File: config.mk
export PLATFORM = sky130hd
export DESIGN_NAME = datapath_sequencer
export DESIGN_NICKNAME = d
export VERILOG_FILES = /design/src/rtl/datapath_pkg.sv /design/src/rtl/buf_read_streamer.sv /design/src/rtl/datapath_sequencer.sv
export SDC_FILE = /design/constraint.sdc
export NUM_CORES = 1
export LEC_CHECK = 0
export CORE_UTILIZATION = 52
export DETAILED_ROUTE_END_ITERATION = 8
export PLACE_DENSITY = 0.92
export RECOVER_POWER = 25
export SYNTH_ARGS = -nofsm -noshare
export SYNTH_HDL_FRONTEND = slang
export SYNTH_SLANG_ARGS = --single-unit
File: constraint.sdc
create_clock -name clk -period 5.9 [get_ports clk]
set_input_delay 1.18 -clock clk [delete_from_list [all_inputs] [get_ports clk]]
set_output_delay 1.18 -clock clk [all_outputs]
set_load 0.05 [all_outputs]
File: src/rtl/datapath_pkg.sv
// Shared state encoding and width helpers for the matrix-job datapath sequencer.
package datapath_pkg;

    typedef enum logic [2:0] {
        S_IDLE   = 3'd0,
        S_LOAD_W = 3'd1,
        S_LOAD_X = 3'd2,
        S_DRAIN  = 3'd3,
        S_FINISH = 3'd4
    } state_e;

    // Width of a row/col/index value in 0..max_dim-1 (never narrower than one bit).
    function automatic int idx_width(input int max_dim);
        return (max_dim <= 1) ? 1 : $clog2(max_dim);
    endfunction

    // Width able to hold the dimension itself, 0..max_dim.
    function automatic int dim_width(input int max_dim);
        return $clog2(max_dim + 1);
    endfunction

endpackage

File: src/rtl/buf_read_streamer.sv
// Issues a run of sequential buffer reads and tracks their returns; one instance per read buffer.
module buf_read_streamer #(
    parameter int CNT_W      = 8,
    parameter int ADDR_W     = 8,
    parameter int BASE_W     = 9,
    parameter int RD_LATENCY = 1
) (
    input  logic              clk,
    input  logic              rst,
    input  logic              clear,
    input  logic              restart,
    input  logic              issue_en,
    input  logic [CNT_W-1:0]  total,
    input  logic [BASE_W-1:0] base,
    input  logic              rd_valid,
    output logic              rd_en,
    output logic [ADDR_W-1:0] rd_addr,
    output logic              ret_fire,
    output logic [CNT_W-1:0]  ret_cnt
);

    logic [CNT_W-1:0]      issue_q, issue_d;
    logic [CNT_W-1:0]      ret_q, ret_d;
    logic [RD_LATENCY-1:0] pend_q, pend_d;
    logic                  rd_en_q;
    logic [ADDR_W-1:0]     rd_addr_q;
    logic                  issue;
    logic [BASE_W:0]       full_addr;

    assign issue     = issue_en && !clear && !restart && (issue_q < total);
    assign full_addr = {1'b0, base} + (BASE_W + 1)'(issue_q);
    // A return is only believed when a request issued RD_LATENCY cycles ago is due.
    assign ret_fire  = rd_valid && pend_q[RD_LATENCY-1] && !clear;
    assign pend_d    = RD_LATENCY'({pend_q, rd_en_q});

    always_comb begin
        issue_d = issue_q;
        ret_d   = ret_q;
        if (clear || restart) begin
            issue_d = '0;
            ret_d   = '0;
        end else begin
            if (issue)    issue_d = issue_q + 1'b1;
            if (ret_fire) ret_d   = ret_q + 1'b1;
        end
    end

    always_ff @(posedge clk or posedge rst) begin
        if (rst) begin
            issue_q   <= '0;
            ret_q     <= '0;
            pend_q    <= '0;
            rd_en_q   <= 1'b0;
            rd_addr_q <= '0;
        end else begin
            issue_q <= issue_d;
            ret_q   <= ret_d;
            pend_q  <= clear ? '0 : pend_d;
            rd_en_q <= issue;
            if (issue) rd_addr_q <= ADDR_W'(full_addr);
        end
    end

    assign rd_en   = rd_en_q;
    assign rd_addr = rd_addr_q;
    assign ret_cnt = ret_q;

endmodule

File: src/rtl/datapath_sequencer.sv
// Sequences one NxN job: preload N*N weights into the MMU, then per row stream N inputs
// and drain N activation beats into the output buffer.
module datapath_sequencer
    import datapath_pkg::*;
#(
    parameter int DATA_WIDTH        = 16,
    parameter int MAX_DIM           = 8,
    parameter int INPUT_ADDR_WIDTH  = 8,
    parameter int WEIGHT_ADDR_WIDTH = 10,
    parameter int OUTPUT_ADDR_WIDTH = 8,
    parameter int RD_LATENCY        = 1
) (
    input  logic                             clk,
    input  logic                             rst,
    input  logic                             start,
    input  logic                             clear,
    input  logic [7:0]                       dim,
    output logic                             busy,
    output logic                             done,
    output logic                             error,
    output logic                             input_buf_rd_en,
    output logic [INPUT_ADDR_WIDTH-1:0]      input_buf_rd_addr,
    input  logic [DATA_WIDTH-1:0]            input_buf_rd_data,
    input  logic                             input_buf_rd_valid,
    output logic                             weight_buf_rd_en,
    output logic [WEIGHT_ADDR_WIDTH-1:0]     weight_buf_rd_addr,
    input  logic [DATA_WIDTH-1:0]            weight_buf_rd_data,
    input  logic                             weight_buf_rd_valid,
    output logic                             output_buf_wr_en,
    output logic [OUTPUT_ADDR_WIDTH-1:0]     output_buf_wr_addr,
    output logic [DATA_WIDTH-1:0]            output_buf_wr_data,
    output logic [DATA_WIDTH-1:0]            mmu_weight_data,
    output logic [idx_width(MAX_DIM)-1:0]    mmu_weight_row,
    output logic [idx_width(MAX_DIM)-1:0]    mmu_weight_col,
    output logic                             mmu_weight_valid,
    output logic [DATA_WIDTH-1:0]            mmu_input_data,
    output logic [idx_width(MAX_DIM)-1:0]    mmu_input_index,
    output logic                             mmu_input_valid,
    input  logic [DATA_WIDTH-1:0]            act_output_data,
    input  logic                             act_output_valid
);

    localparam int IW = idx_width(MAX_DIM);
    localparam int DW = dim_width(MAX_DIM);
    localparam int CW = 2 * DW;
    localparam int FW = 2 * DW + 1;

    state_e state_q, state_d;

    logic [DW-1:0] n_q;
    logic [IW-1:0] row_q, beat_q, wrow_q, wcol_q;
    logic [CW-1:0] w_total, x_total, w_ret, x_ret;
    logic [FW-1:0] x_base, out_addr_full;
    logic          dim_ok, w_restart, x_restart, w_fire, x_fire, act_fire;
    logic          w_done, x_done, last_beat, last_row, last_wcol, err_d;

    logic                         mmu_w_valid_q, mmu_x_valid_q, wr_en_q, error_q;
    logic [DATA_WIDTH-1:0]        mmu_w_data_q, mmu_x_data_q, wr_data_q;
    logic [IW-1:0]                mmu_w_row_q, mmu_w_col_q, mmu_x_index_q;
    logic [OUTPUT_ADDR_WIDTH-1:0] wr_addr_q;

    assign dim_ok    = (dim != 8'd0) && (int'(dim) <= MAX_DIM);
    // Products are formed at full width before any truncation to port widths.
    assign w_total       = CW'(n_q) * CW'(n_q);
    assign x_total       = CW'(n_q);
    assign x_base        = FW'(row_q) * FW'(n_q);
    assign out_addr_full = x_base + FW'(beat_q);

    assign w_done    = (w_ret == w_total);
    assign x_done    = (x_ret == x_total);
    assign last_beat = (DW'(beat_q) == n_q - DW'(1));
    assign last_row  = (DW'(row_q)  == n_q - DW'(1));
    assign last_wcol = (DW'(wcol_q) == n_q - DW'(1));
    assign act_fire  = act_output_valid && (state_q == S_DRAIN) && !clear;
    assign err_d     = !clear && (((state_q == S_IDLE) && start && !dim_ok) ||
                                  (act_output_valid && (state_q != S_DRAIN)));
    assign w_restart = (state_d == S_LOAD_W) && (state_q != S_LOAD_W);
    assign x_restart = (state_d == S_LOAD_X) && (state_q != S_LOAD_X);

    buf_read_streamer #(
        .CNT_W(CW), .ADDR_W(WEIGHT_ADDR_WIDTH), .BASE_W(FW), .RD_LATENCY(RD_LATENCY)
    ) u_w_stream (
        .clk      (clk),
        .rst      (rst),
        .clear    (clear),
        .restart  (w_restart),
        .issue_en (state_q == S_LOAD_W),
        .total    (w_total),
        .base     ('0),
        .rd_valid (weight_buf_rd_valid),
        .rd_en    (weight_buf_rd_en),
        .rd_addr  (weight_buf_rd_addr),
        .ret_fire (w_fire),
        .ret_cnt  (w_ret)
    );

    buf_read_streamer #(
        .CNT_W(CW), .ADDR_W(INPUT_ADDR_WIDTH), .BASE_W(FW), .RD_LATENCY(RD_LATENCY)
    ) u_x_stream (
        .clk      (clk),
        .rst      (rst),
        .clear    (clear),
        .restart  (x_restart),
        .issue_en (state_q == S_LOAD_X),
        .total    (x_total),
        .base     (x_base),
        .rd_valid (input_buf_rd_valid),
        .rd_en    (input_buf_rd_en),
        .rd_addr  (input_buf_rd_addr),
        .ret_fire (x_fire),
        .ret_cnt  (x_ret)
    );

    always_ff @(posedge clk or posedge rst) begin
        if (rst) state_q <= S_IDLE;
        else     state_q <= state_d;
    end

    always_comb begin
        state_d = state_q;
        if (clear) begin
            state_d = S_IDLE;
        end else begin
            case (state_q)
                S_IDLE:   if (start && dim_ok) state_d = S_LOAD_W;
                S_LOAD_W: if (w_done) state_d = S_LOAD_X;
                S_LOAD_X: if (x_done) state_d = S_DRAIN;
                S_DRAIN:  if (act_fire && last_beat) state_d = last_row ? S_FINISH : S_LOAD_X;
                S_FINISH: state_d = S_IDLE;
                default:  state_d = S_IDLE;
            endcase
        end
    end

    always_comb begin
        busy = 1'b0;
        done = 1'b0;
        case (state_q)
            S_LOAD_W, S_LOAD_X, S_DRAIN: busy = 1'b1;
            S_FINISH:                    done = 1'b1;
            default: ;
        endcase
    end

    always_ff @(posedge clk or posedge rst) begin
        if (rst) begin
            n_q           <= '0;
            row_q         <= '0;
            beat_q        <= '0;
            wrow_q        <= '0;
            wcol_q        <= '0;
            mmu_w_valid_q <= 1'b0;
            mmu_x_valid_q <= 1'b0;
            wr_en_q       <= 1'b0;
            error_q       <= 1'b0;
            mmu_w_data_q  <= '0;
            mmu_w_row_q   <= '0;
            mmu_w_col_q   <= '0;
            mmu_x_data_q  <= '0;
            mmu_x_index_q <= '0;
            wr_addr_q     <= '0;
            wr_data_q     <= '0;
        end else begin
            mmu_w_valid_q <= w_fire;
            mmu_x_valid_q <= x_fire;
            wr_en_q       <= act_fire;
            error_q       <= err_d;
            if (clear) begin
                row_q  <= '0;
                beat_q <= '0;
                wrow_q <= '0;
                wcol_q <= '0;
            end else begin
                if ((state_q == S_IDLE) && start && dim_ok) begin
                    n_q    <= DW'(dim);
                    row_q  <= '0;
                    beat_q <= '0;
                end
                // Row/col of a weight beat follow returns, not requests.
                if (w_restart) begin
                    wrow_q <= '0;
                    wcol_q <= '0;
                end else if (w_fire) begin
                    if (last_wcol) begin
                        wcol_q <= '0;
                        wrow_q <= wrow_q + 1'b1;
                    end else begin
                        wcol_q <= wcol_q + 1'b1;
                    end
                end
                if (act_fire) begin
                    beat_q <= last_beat ? '0 : beat_q + 1'b1;
                    if (last_beat && !last_row) row_q <= row_q + 1'b1;
                end
            end
            if (w_fire) begin
                mmu_w_data_q <= weight_buf_rd_data;
                mmu_w_row_q  <= wrow_q;
                mmu_w_col_q  <= wcol_q;
            end
            if (x_fire) begin
                mmu_x_data_q  <= input_buf_rd_data;
                mmu_x_index_q <= IW'(x_ret);
            end
            if (act_fire) begin
                wr_addr_q <= OUTPUT_ADDR_WIDTH'(out_addr_full);
                wr_data_q <= act_output_data;
            end
        end
    end

    assign error              = error_q;
    assign mmu_weight_valid   = mmu_w_valid_q;
    assign mmu_weight_data    = mmu_w_data_q;
    assign mmu_weight_row     = mmu_w_row_q;
    assign mmu_weight_col     = mmu_w_col_q;
    assign mmu_input_valid    = mmu_x_valid_q;
    assign mmu_input_data     = mmu_x_data_q;
    assign mmu_input_index    = mmu_x_index_q;
    assign output_buf_wr_en   = wr_en_q;
    assign output_buf_wr_addr = wr_addr_q;
    assign output_buf_wr_data = wr_data_q;

endmodule

==> results <==
- The run finished with clean final reports.
- Across the VDD grid, the largest voltage drop is 180 uV.
- Power spread over the standard cell area amounts to 262 nW/um^2.
- The max-slew violation count came to 0.
- After synthesis, the share of flip-flops with an asynchronous set or reset is 1.00.
- The internal portion of the total power is 1.78 mW.
- Between clock sinks in the finished design, the worst skew comes to 0.0111 ns.
- The global router's overall resource usage is 0.262.
- The path class of the tightest hold or removal check is reg2reg.
- After clock tree synthesis, the clock-pin slew on the worst setup and hold paths is 0.06 ns.
- For this run, the register share of the synthesized area comes to 0.484.
- After global routing the overflow that remains totals 0.
- The vertical die dimension is 120 um.
- Summed over all nets, the half-perimeter wirelength after detailed placement is 12600 um.
- Buffers added to address setup during post-CTS repair amount to 0.
- The number of cells on the worst reg-to-reg path is 12.
- The TritonCTS sink count is 140.
- The H-tree was split into 4 levels.
- Port buffering added 151 buffers.
- The required time of the critical path is 6.21 ns.
- For this run, global-route usage on met3 was measured as 0.0608.
- The Yosys step of the flow raised 0 warnings.
- Of the total power, the share spent switching nets is 0.280.
- The number of inserted diodes is 0.
- The type of element launching the critical path is a flip-flop.
- Relative to the synthesized area, the layout overhead comes to 30.3%.
- Across all hold checks on the routed design, the worst slack comes to 0.475 ns.
- In the final design database the tool counted 1005 nets.
- The top achievable clock speed is 233 MHz.
- Setup repair after global routing left no endpoint under its margin.
- The routed layout has 5969 vias.
- After routing the design area is 9430 um^2.
- The number of placement rows is 42.
- The congestion estimate from routability-driven global placement came to 0.925.
- For the pin with the worst max-slew slack, the measured transition is 1.29 ns.
- The data arrival time at the worst-slack endpoint is 4.61 ns.
- The initial antenna violation count is 0.
- Ranked by total cell area, the synthesized netlist is headed by sky130_fd_sc_hd__dfrtp_1 48%, sky130_fd_sc_hd__nand2_1 11%, sky130_fd_sc_hd__ha_1 6.9%.
- For this run, design rule violations remaining after detail routing come to 0.
- Synthesis handed over a netlist of 752 instances.
- TritonCTS created 17 clock buffers.
- The root buffer cell chosen for the clock tree is sky130_fd_sc_hd__clkbuf_16.
- A synthesized cell averages 9.62 um^2.
- For this run, the leading register cell type out of synthesis is sky130_fd_sc_hd__dfrtp_1.
- The utilization after layout is 0.704.
- The library cells used most frequently in the layout, excluding fill and tap cells, are 216 x sky130_fd_sc_hd__nand2_1, 149 x sky130_fd_sc_hd__clkdlybuf4s50_1, 140 x sky130_fd_sc_hd__dfrtp_1.
- In this run the deepest clock path goes through 2 buffers.
- The total wire length is 17900 um.
- Dividing the final minimum period by the clock period gives 0.728.
- The type of element capturing the critical path is a flip-flop.
- The region available for standard cell placement spans 13400 um^2.
- In this run the power spent charging and discharging nets is 0.691 mW.
- By startpoint and endpoint, the worst setup path is classified as reg2reg.
- The largest fanout of any net on the critical path is 17.
- The filler-free cell count of the finished design is 1085.
- The post-detailed-route count of antenna-violating nets is 0.
- The first routing iteration left 449 violations.
- At the placement stage, the worst setup path has a slack of 1.71 ns.
- The final-report setup violation count is 0.
- The global routing stage identified its most utilized layer as met2.
- After layout, the worst setup slack is 1.60 ns.
- The post-synthesis cell type with the largest combined area is sky130_fd_sc_hd__dfrtp_1.
- The relative slew slack is 0.142.
- The die area is 14400 um^2.
- The share of synthesized area in the top cell type comes to 0.484.
- The power share of the clock group is 0.427.
- The number of gates resized after CTS was 0.
- The TritonCTS clock tree is done.
- 154 I/O pins were placed.
- The die is 120 um wide.
- Dividing the detail-routed wire length by the instance count gives 16.5 um.
- After synthesis the netlist holds a flip-flop and latch count of 140.
- For this design the static power due to leakage is 4.64 nW.
- For this run, the detailed router's first-pass iteration total came to 5.
- Using the TritonRoute via totals, the vias-per-cell ratio works out to 5.50.
- The number of global-route vias before repair is 5913.
- In the global route stage, met2 resource usage came out at 0.433.
- Summing all placed instances gives a cell area of 8850 um^2.
- Of the cells placed in the final design, the portion with a size suffix greater than 1 is 0.0704.
- Setup total negative slack on the finished layout was measured at 0 ns.
- The share of power burned in combinational logic is 0.161.
- After synthesis, the netlist uses 60 different library cells.
- The first global-routing pass estimated 29100 um of wire.
- The routed design could run at a clock period as short as 4.30 ns.
- Entering global routing, the biggest net connects 104 pins.
- The number of synthesized flops with an enable pin is 0.
- For this configuration, the core starts out at a cell density of 0.540.
- The most common library cell in the layout ignoring fill and taps is sky130_fd_sc_hd__nand2_1.
- The cell area that synthesis handed to floorplanning was 7240 um^2.
- At the later pin of the worst-skew pair, clock insertion delay measures 0.43 ns.
- The count of max-cap constraint violations is 0.
- The total power draw is 2.47 mW.
- The power share of the sequential group is 0.412.
- The global routing met1 resource utilization is 0.330.
- The number of endpoints with negative hold slack in the final report is 0.
- The number of fill cells in the layout is 945.
- The worst hold path was traced through 2 stages.
- The cts-stage hold buffer count is 0.
- Once placement completed, the tool counted placed cells totaling 1053.
per-layer routing:
metal | share of wire | wire length (um)
met5 | 0 | 0
met4 | 0.022 | 398
met3 | 0.069 | 1240
met2 | 0.49 | 8780
met1 | 0.42 | 7500
worst paths after layout:
| kind | end | from | slack, ns |
|---|---|---|---|
| setup reg to reg | u_w_stream.rd_addr[3] | n_q[0] | 1.60 |
| hold / removal | output_buf_wr_addr[1] | output_buf_wr_addr[1] | 0.47 |
| setup / recovery | u_w_stream.rd_addr[3] | n_q[0] | 1.60 |
| min in group asynchronous | mmu_weight_data[3] | rst | 1.43 |
| max in group asynchronous | u_x_stream.rd_addr[3] | rst | 3.43 |
| hold reg to reg | output_buf_wr_addr[1] | output_buf_wr_addr[1] | 0.47 |
power groups by stage:
stage	logic, mW	registers (mW)	clock network [mW]
CTS	0.396	1.02	1.07
floorplan	0.236	1.06	0
finish	0.397	1.02	1.05
global route	0.427	1.02	1.11
detailed placement	0.391	1.03	0
global placement	0.381	1.03	0
area by class of cell:
class | instances | area (um^2) | area share
flip-flops and latches | 140 | 3500 | 0.371
multi-input cells | 559 | 3490 | 0.371
clock buffers | 20 | 447 | 0.0474
well taps | 176 | 220 | 0.0233
clock inverters | 12 | 136 | 0.0145
repair buffers | 154 | 1530 | 0.162
inverters | 24 | 100 | 0.0106
synth_stat cells, types with 2 or more instances:
library cell               count
sky130_fd_sc_hd__nand2_1     216
sky130_fd_sc_hd__dfrtp_1     140
sky130_fd_sc_hd__ha_1         40
sky130_fd_sc_hd__nor2_1       39
sky130_fd_sc_hd__xnor2_1      25
sky130_fd_sc_hd__xor2_1       24
sky130_fd_sc_hd__clkbuf_1     22
sky130_fd_sc_hd__inv_1        22
sky130_fd_sc_hd__nand3_1      22
sky130_fd_sc_hd__nor3_1       21
sky130_fd_sc_hd__o21ai_0      20
sky130_fd_sc_hd__a21oi_1      19
sky130_fd_sc_hd__mux2_2       18
sky130_fd_sc_hd__a21o_1       12
sky130_fd_sc_hd__mux2i_1      10
sky130_fd_sc_hd__nand4_1      10
sky130_fd_sc_hd__and2_1        7
sky130_fd_sc_hd__and3_1        7
sky130_fd_sc_hd__fa_1          6
sky130_fd_sc_hd__nand2b_1      6
sky130_fd_sc_hd__a211oi_1      5
sky130_fd_sc_hd__buf_4         5
sky130_fd_sc_hd__nor2b_1       5
sky130_fd_sc_hd__nand4b_1      4
sky130_fd_sc_hd__nor3b_1       4
sky130_fd_sc_hd__or2_2         3
sky130_fd_sc_hd__a31oi_1       2
sky130_fd_sc_hd__buf_6         2
sky130_fd_sc_hd__nor4b_1       2
sky130_fd_sc_hd__o21bai_1      2
sky130_fd_sc_hd__o41ai_1       2
sky130_fd_sc_hd__or4_4         2
critical path, cell delays in order (launching register included):
cell	delay [ns]
sky130_fd_sc_hd__dfrtp_1	0.68
sky130_fd_sc_hd__inv_1	0.25
sky130_fd_sc_hd__nor3_1	0.35
sky130_fd_sc_hd__inv_1	0.11
sky130_fd_sc_hd__fa_1	0.51
sky130_fd_sc_hd__or2b_1	0.25
sky130_fd_sc_hd__o2bb2ai_1	0.17
sky130_fd_sc_hd__xor2_1	0.16
sky130_fd_sc_hd__ha_1	0.20
sky130_fd_sc_hd__a211oi_1	0.23
sky130_fd_sc_hd__nand3_1	0.17
sky130_fd_sc_hd__a21oi_2	0.67
sky130_fd_sc_hd__mux2_2	0.42
logic make-up after synthesis:
family | after synthesis | share of synthesized area
AOI/OAI and AO/OA | 73 | 0.0650
xor gates and xnor gates | 52 | 0.0669
adders and majority gates | 46 | 0.0858
buffers and inverters | 54 | 0.0335
DFF | 140 | 0.484
muxes | 29 | 0.0434
other | 1 | 0.000518
and+or+nand+nor | 357 | 0.221
(Power assumes the default switching activity.)
